$ cat src/rtl/cpu_sequencer.sv
// rtl/cpu_sequencer.sv - 9-bit program sequencer driving an accumulator datapath
//
// Purpose: holds a small program store that is loaded word by word while the
// block is idle or halted, then executes one instruction per cycle in RUN.
// Arithmetic and load-immediate instructions issue a one-cycle registered
// strobe to an external accumulator datapath.
//
// Optional feature: define CPU_SEQ_LOOP_EN to enable the SETC/DJNZ loop
// counter; without it opcodes 101/110 execute as NOP and no counter exists.
//
// Ports:
//   CLK          rising-edge clock
//   RESET_N      asynchronous active-low reset
//   LOAD_VALID   program word offered
//   LOAD_DATA    program word (opcode[8:6], operand[5:0])
//   LOAD_READY   program store accepts words (IDLE/HALT)
//   START        begin execution at address 0
//   INSTRUCTION  operand to the datapath for ADD/SUB
//   write_en     datapath write strobe
//   is_add       1 = add, 0 = subtract
//   is_immediate select imm_val in the datapath
//   imm_val      immediate value for LDI
//   pc           current program address
//   busy         high in RUN
//   halted       high in HALT
module cpu_sequencer #(
    parameter int PROG_DEPTH = 8,
    parameter int AW         = 3
) (
    input  logic          CLK,
    input  logic          RESET_N,
    input  logic          LOAD_VALID,
    input  logic [8:0]    LOAD_DATA,
    output logic          LOAD_READY,
    input  logic          START,
    output logic [8:0]    INSTRUCTION,
    output logic          write_en,
    output logic          is_add,
    output logic          is_immediate,
    output logic [7:0]    imm_val,
    output logic [AW-1:0] pc,
    output logic          busy,
    output logic          halted
);

    localparam logic [2:0] OP_NOP  = 3'b000;
    localparam logic [2:0] OP_ADD  = 3'b001;
    localparam logic [2:0] OP_SUB  = 3'b010;
    localparam logic [2:0] OP_LDI  = 3'b011;
    localparam logic [2:0] OP_JMP  = 3'b100;
    localparam logic [2:0] OP_DJNZ = 3'b101;
    localparam logic [2:0] OP_SETC = 3'b110;
    localparam logic [2:0] OP_HALT = 3'b111;

    typedef enum logic [1:0] {
        S_IDLE = 2'd0,
        S_RUN  = 2'd1,
        S_HALT = 2'd2
    } state_t;

    state_t        state_q, state_d;
    logic [AW-1:0] pc_q, pc_d;
    logic [AW-1:0] load_ptr_q, load_ptr_d;
    logic [8:0]    instr_q, instr_d;
    logic          we_q, we_d;
    logic          add_q, add_d;
    logic          imm_sel_q, imm_sel_d;
    logic [7:0]    imm_q, imm_d;
    logic          mem_we;
`ifdef CPU_SEQ_LOOP_EN
    logic [5:0]    cnt_q, cnt_d;
`endif

    // Program store is deliberately outside the reset domain so a program
    // survives reset and can be rerun with START.
    logic [8:0]    mem_q [PROG_DEPTH];

    logic [8:0]    word;
    logic [2:0]    opcode;
    logic [5:0]    op;

    assign word   = mem_q[pc_q];
    assign opcode = word[8:6];
    assign op     = word[5:0];

    always_comb begin
        state_d    = state_q;
        pc_d       = pc_q;
        load_ptr_d = load_ptr_q;
        mem_we     = 1'b0;
        instr_d    = '0;
        we_d       = 1'b0;
        add_d      = 1'b0;
        imm_sel_d  = 1'b0;
        imm_d      = '0;
`ifdef CPU_SEQ_LOOP_EN
        cnt_d      = cnt_q;
`endif
        case (state_q)
            S_IDLE, S_HALT: begin
                // A load in the same cycle as START takes priority.
                if (LOAD_VALID) begin
                    mem_we     = 1'b1;
                    load_ptr_d = load_ptr_q + AW'(1);
                end else if (START) begin
                    state_d    = S_RUN;
                    pc_d       = '0;
                    load_ptr_d = '0;
                end
            end
            S_RUN: begin
                pc_d = pc_q + AW'(1);
                case (opcode)
                    OP_ADD: begin
                        we_d    = 1'b1;
                        add_d   = 1'b1;
                        instr_d = {3'b000, op};
                    end
                    OP_SUB: begin
                        we_d    = 1'b1;
                        instr_d = {3'b000, op};
                    end
                    OP_LDI: begin
                        we_d      = 1'b1;
                        imm_sel_d = 1'b1;
                        imm_d     = {2'b00, op};
                    end
                    OP_JMP: pc_d = op[AW-1:0];
`ifdef CPU_SEQ_LOOP_EN
                    OP_SETC: cnt_d = op;
                    OP_DJNZ: begin
                        // Branch test uses the count before decrement, so
                        // SETC n yields n+1 passes through the loop body.
                        cnt_d = cnt_q - 6'd1;
                        if (cnt_q != 6'd0) begin
                            pc_d = op[AW-1:0];
                        end
                    end
`endif
                    OP_HALT: begin
                        state_d = S_HALT;
                        pc_d    = pc_q;
                    end
                    default: ;
                endcase
            end
            default: state_d = S_IDLE;
        endcase
    end

    always_ff @(posedge CLK or negedge RESET_N) begin
        if (!RESET_N) begin
            state_q    <= S_IDLE;
            pc_q       <= '0;
            load_ptr_q <= '0;
            instr_q    <= '0;
            we_q       <= 1'b0;
            add_q      <= 1'b0;
            imm_sel_q  <= 1'b0;
            imm_q      <= '0;
`ifdef CPU_SEQ_LOOP_EN
            cnt_q      <= '0;
`endif
        end else begin
            state_q    <= state_d;
            pc_q       <= pc_d;
            load_ptr_q <= load_ptr_d;
            instr_q    <= instr_d;
            we_q       <= we_d;
            add_q      <= add_d;
            imm_sel_q  <= imm_sel_d;
            imm_q      <= imm_d;
`ifdef CPU_SEQ_LOOP_EN
            cnt_q      <= cnt_d;
`endif
        end
    end

    always_ff @(posedge CLK) begin
        if (mem_we) begin
            mem_q[load_ptr_q] <= LOAD_DATA;
        end
    end

    assign LOAD_READY   = (state_q != S_RUN);
    assign busy         = (state_q == S_RUN);
    assign halted       = (state_q == S_HALT);
    assign pc           = pc_q;
    assign INSTRUCTION  = instr_q;
    assign write_en     = we_q;
    assign is_add       = add_q;
    assign is_immediate = imm_sel_q;
    assign imm_val      = imm_q;

endmodule

$ cat config.mk
export PLATFORM = sky130hd
export DESIGN_NAME = cpu_sequencer
export DESIGN_NICKNAME = d
export VERILOG_FILES = /design/src/rtl/cpu_sequencer.sv
export SDC_FILE = /design/constraint.sdc
export NUM_CORES = 1
export LEC_CHECK = 0
export ABC_CLOCK_PERIOD_IN_PS = 2500
export CORE_UTILIZATION = 56
export DETAILED_ROUTE_END_ITERATION = 7
export GPL_TIMING_DRIVEN = 1
export PLACE_DENSITY_LB_ADDON = 0.05
export RECOVER_POWER = 50
export SLEW_MARGIN = 20
export SYNTH_ARGS = -nofsm -noshare
export SYNTH_HDL_FRONTEND = slang
export SYNTH_SLANG_ARGS = --single-unit
$ cat constraint.sdc
create_clock -name CLK -period 2.5 [get_ports CLK]
set_input_delay 0.5 -clock CLK [delete_from_list [all_inputs] [get_ports CLK]]
set_output_delay 0.5 -clock CLK [all_outputs]
set_load 0.01 [all_outputs]
; ---- Yosys cells after proc, flatten, opt, wreduce, memory -nomap -nowiden
; Memories as Yosys holds them, arrays and structs flattened.
; Index checks and enable logic that the tools add are counted.
[totals]
register_bits = 28
mem_bits_rw = 72
in_bits = 13
output_inout_bits = 26
word_cells = 55
n_memories = 1
[op_classes]
add_sub_neg = 2
n_eq_ne = 12
muxes = 23
n_reduce_logical = 9
[memory_table]
columns = name, depth, word_bits, rd, rd_clocked_by_memory_dff, write_ports, line
row1 = mem_q, 8, 9, 1, 0, 1, 76  ; logic [8:0] mem_q [PROG_DEPTH];
[ops]
columns = operator, count
row1 = 6-bit two-way mux, 4
row2 = 3-bit one-hot mux with 2 select lines, 2
row3 = 1-bit two-way mux, 10
row4 = 3-bit two-way mux, 3
row5 = "3-bit by 1-bit adder with 3-bit output, second input constant", 2
row6 = "3-bit by 2-bit equality test with 1-bit output, second input constant", 2
row7 = "3-bit equality test, second input constant", 2
row8 = 2-bit two-way mux, 3
row9 = "2-bit != test, second input constant", 3
row10 = "2-bit by 1-bit != test with 1-bit output, second input constant", 2
row11 = 2-bit one-hot mux with 2 select lines, 1
row12 = 4-bit AND reduction, 1
row13 = 2-bit nonzero test, 2
row14 = 2-bit OR reduction, 2
row15 = "3-bit by 1-bit equality test with 1-bit output, second input constant", 1
row16 = 3-bit AND reduction, 1
row17 = 3-bit OR reduction, 1
row18 = "2-bit by 1-bit equality test with 1-bit output, second input constant", 1
row19 = "2-bit equality test, second input constant", 1
row20 = 2-bit logical NOT, 1
row21 = 2-bit AND reduction, 1

; ---- Logic depth before layout (Yosys ltp)
[depth]
ltp_word = 5
ltp_mapped = 8
ltp_nobuf = 5

; ---- Worst setup path after synthesis
; OpenSTA, ideal clock, no wires.
[synth_path]
path_type = flip-flop to flip-flop
from = register pc_q[0], in the netlist pc[0]
to = register pc_q[2], in the netlist pc[2]
setup_time_ns = 0.135
arrival_ns = 1.978
required_time_ns = 2.365
setup_slack_ns = 0.387
path_stages_with_launch = 8
path_buffers = 2
period_less_slack_ns = 2.113
cell_sequence = dfrtp_1 buf_6 buf_12 mux4_2 mux2_4 a41o_1 a22oi_1 o22ai_1
[synth_between]
elab_chain_len = 4
elab_cells_between_ends = 8
classes_between = add/sub (1) / eq/ne (3) / mux (2) / reduce/logical (1) / memory (1)
[synth_lines]
columns = element, line
row1 = from (decl), 62  ; logic [AW-1:0] pc_q, pc_d;
row2 = from (signal assigned), 166  ; pc_q <= pc_d;
row3 = memory 8 x 9 bit, -
row4 = 3-bit equality test, 113  ; case (opcode)
row5 = 3-bit one-hot mux with 2 select lines or 2-bit != test (tied branches), -
row6 = 3-bit one-hot mux with 2 select lines or 4-bit AND reduction (tied branches), -
; Parallel ways exist; a longest one is shown, timed or not.
; A chain may end at the register's enable or synchronous reset.

; ---- Worst setup path in the final report
[layout_path]
from = register pc_q[1], in the netlist pc[1]
to = output port pc[1]
[layout_rtl]
columns = element, line
row1 = to (decl), 41  ; output logic [AW-1:0] pc,
; No word-level cell between the ends.

==> out/results.ini <==
[timing]
period_needed_ns=2.38
finalSetupTns_ns=0
finalCritPeriodShare_pct=95.3
slew_violations=0
hold_violations=0
max_clock_freq_ghz=0.420
fin_skew_ns=0.0112
hold_slack_ns=0.584
rsz0062_at_grt=false
relSlewSlack_pct=21.4
worstMarginPinSlew_ns=1.18
setup_violations=0

[yosys]
yosysWarnings=0
postSynth.asyncResetShare_pct=24.2
yosysTopAreaCellShare_pct=56.6
synth_top_area_cell=edfxtp_1
synth_area_leaders=edfxtp_1 (57%), dfrtp_1 (15%), mux4_2 (6.5%)
ys_seq_area_share_pct=71.6
synth_edf_count=72
netlist_area_mm2=0.00382
synth_cells=217
synth_cell_types=39
ys_top_cells_by_count=edfxtp_1 (72), dfrtp_1 (23), nor2_1 (18)
ys.flop_type=edfxtp_1
syn_avg_cell_area_um2=17.6
synthMostInstantiatedCell=edfxtp_1
ys_ff_latch=95

[drt]
wl_per_cell_um=20.0
routed_wl_um=6930
firstDrtPassIters=8
top_layer_used=met4
vias_per_cell=5.71
drtIter0Drc=112
route.detailed.drc=5
m1WireLength_um=3000
dr_wl_met3_um=471
route.vias.total=1976
ant_nets=0
route.met2.wl_um=3350

[global_routing]
antenna_found_initial=0
grt_pass1_wl_um=10900
grt_pass1_vias=2073
grtUsageTotal_pct=21.6
grt_max_degree=24
grt_overflow=0

[clocking]
cts_root_buf=clkbuf_8
cts-resized-gates=0
hold_buffers=0
tritoncts=built
htreeDepth=3
cts_buffer_depth=2
cts_sinks=95
post_cts_buffers=0
clk_latency_ns=0.36
clk_pin_slew_ns=0.09
cts_buffers=9

[power]
ir_drop_v=0.000653
power_per_cell_area_mw_per_mm2=1060
p_total_mw=4.77
power_leakage_nw=1.69

[die]
die_w_um=84.6
coreArea_mm2=0.00646
start_util_pct=59.2
num_rows=29
die_area_mm2=0.00716
io_pins=39
die_h_um=84.6

[flow_run]
maxCapViolCount=0

[cells_and_area]
final-seq-area_mm2=0.00274
finalNetCount=279
multiInputGateArea_um2=983
stdcell_count=346
layout-drive-gt1-share_pct=18.2
num-fill-cells=447
area_growth_pct=17.7
n_antenna_cell=0

[worst_hold_path]
worstHoldPathCells=2
hp-class=flop to flop

[outcome]
status=complete, but fails checks
violations=DRC

[critical_path]
rr_worst_depth=6
cp.required_ns=2.00
arrival_ns=1.88
worst_setup_path_start_kind=flop
path_max_fanout=13
critPathCaptureType=primary output
path_class=flop to primary output

[placed_design]
dpl.hpwl_um=4620
portBuffers=33
place_congestion=0.732
dp.cells=330

## registers in the layout, summed over array words and instances (netlist names)
signal / flops
is_add: 1
load_ptr_q: 3
imm_val: 6
pc: 3
write_en: 1
INSTRUCTION: 6
is_immediate: 1
mem_q: 72
state_q: 2
## worst paths after layout
path / start / to / slack, ns
max: pc[1]$_DFFE_PN0P_ / pc[1] / 0.12
min: load_ptr_q[0]$_DFFE_PN0P_ / load_ptr_q[0]$_DFFE_PN0P_ / 0.58
max reg2reg: pc[0]$_DFFE_PN0P_ / pc[2]$_DFFE_PN0P_ / 0.33
min reg2reg: load_ptr_q[0]$_DFFE_PN0P_ / load_ptr_q[0]$_DFFE_PN0P_ / 0.58
max in group asynchronous: RESET_N / state_q[0]$_DFFE_PN0P_ / 0.91
min in group asynchronous: RESET_N / INSTRUCTION[4]$_DFF_PN0_ / 0.90
## layout by cell type, fill, tap and decap left out, types with 3 or more instances in the layout
cell type        count
nand2b_1             4
dlygate4sd3_1       11
nor3_1               4
clkbuf_1             3
clkbuf_8             9
mux4_2              11
nand2_1             10
mux2i_1             11
dfrtp_1             23
buf_4               11
inv_1                7
clkdlybuf4s50_1     22
conb_1               5
nor2b_1              3
mux4_1               5
o21ai_0              3
nand3_1              3
edfxtp_1            72
nor2_1              18
## power by group
group	total, mW	internal, mW	switching, mW
sequential	2.07	1.92	0.156
clock	1.15	0.586	0.560
combinational	1.55	0.756	0.795
total	4.77	3.26	1.51
## critical path, cell delays in order (launching register included)
cell	delay [ns]
dfrtp_1	0.66
buf_4	0.31
clkdlybuf4s50_1	0.56
## logic make-up after synthesis
kind of cell | synth area share (%)
compound gates | 3.01
fa+ha+maj | 0.655
buf+inv | 3.37
flops | 71.6
mux | 15.1
other cells | 0.0981
simple gates | 6.19
## through the flow
step / worst slack, ns / cell area (um^2) / utilization (%)
finish: 0.118 / 4500 / 69.7
global route: 0.00386 / 4500 / 69.7
CTS: 0.0964 / 4510 / 69.9
detailed placement: 0.347 / 4280 / 66.3
global placement: 0.400 / 4280 / 66.3
floorplan: 0.387 / 3840 / -
## layout make-up
type / instances / share of cell area [%]
tap: 77 / 2.14
clock buffer: 9 / 2.75
clock inverter: 7 / 2.42
inverter: 7 / 0.584
sequential: 95 / 60.8
timing repair buffer: 47 / 9.42
multi-input combinational: 104 / 21.9
## routing by layer
layer | vias up | global-route usage (%)
met5 | - | 0
met4 | 0 | 8.17
met3 | 11 | 6.49
met2 | 78 | 34.1
met1 | 966 | 28.9
li1 | 921 | -
Note: power is estimated with default switching activity, not from simulation.
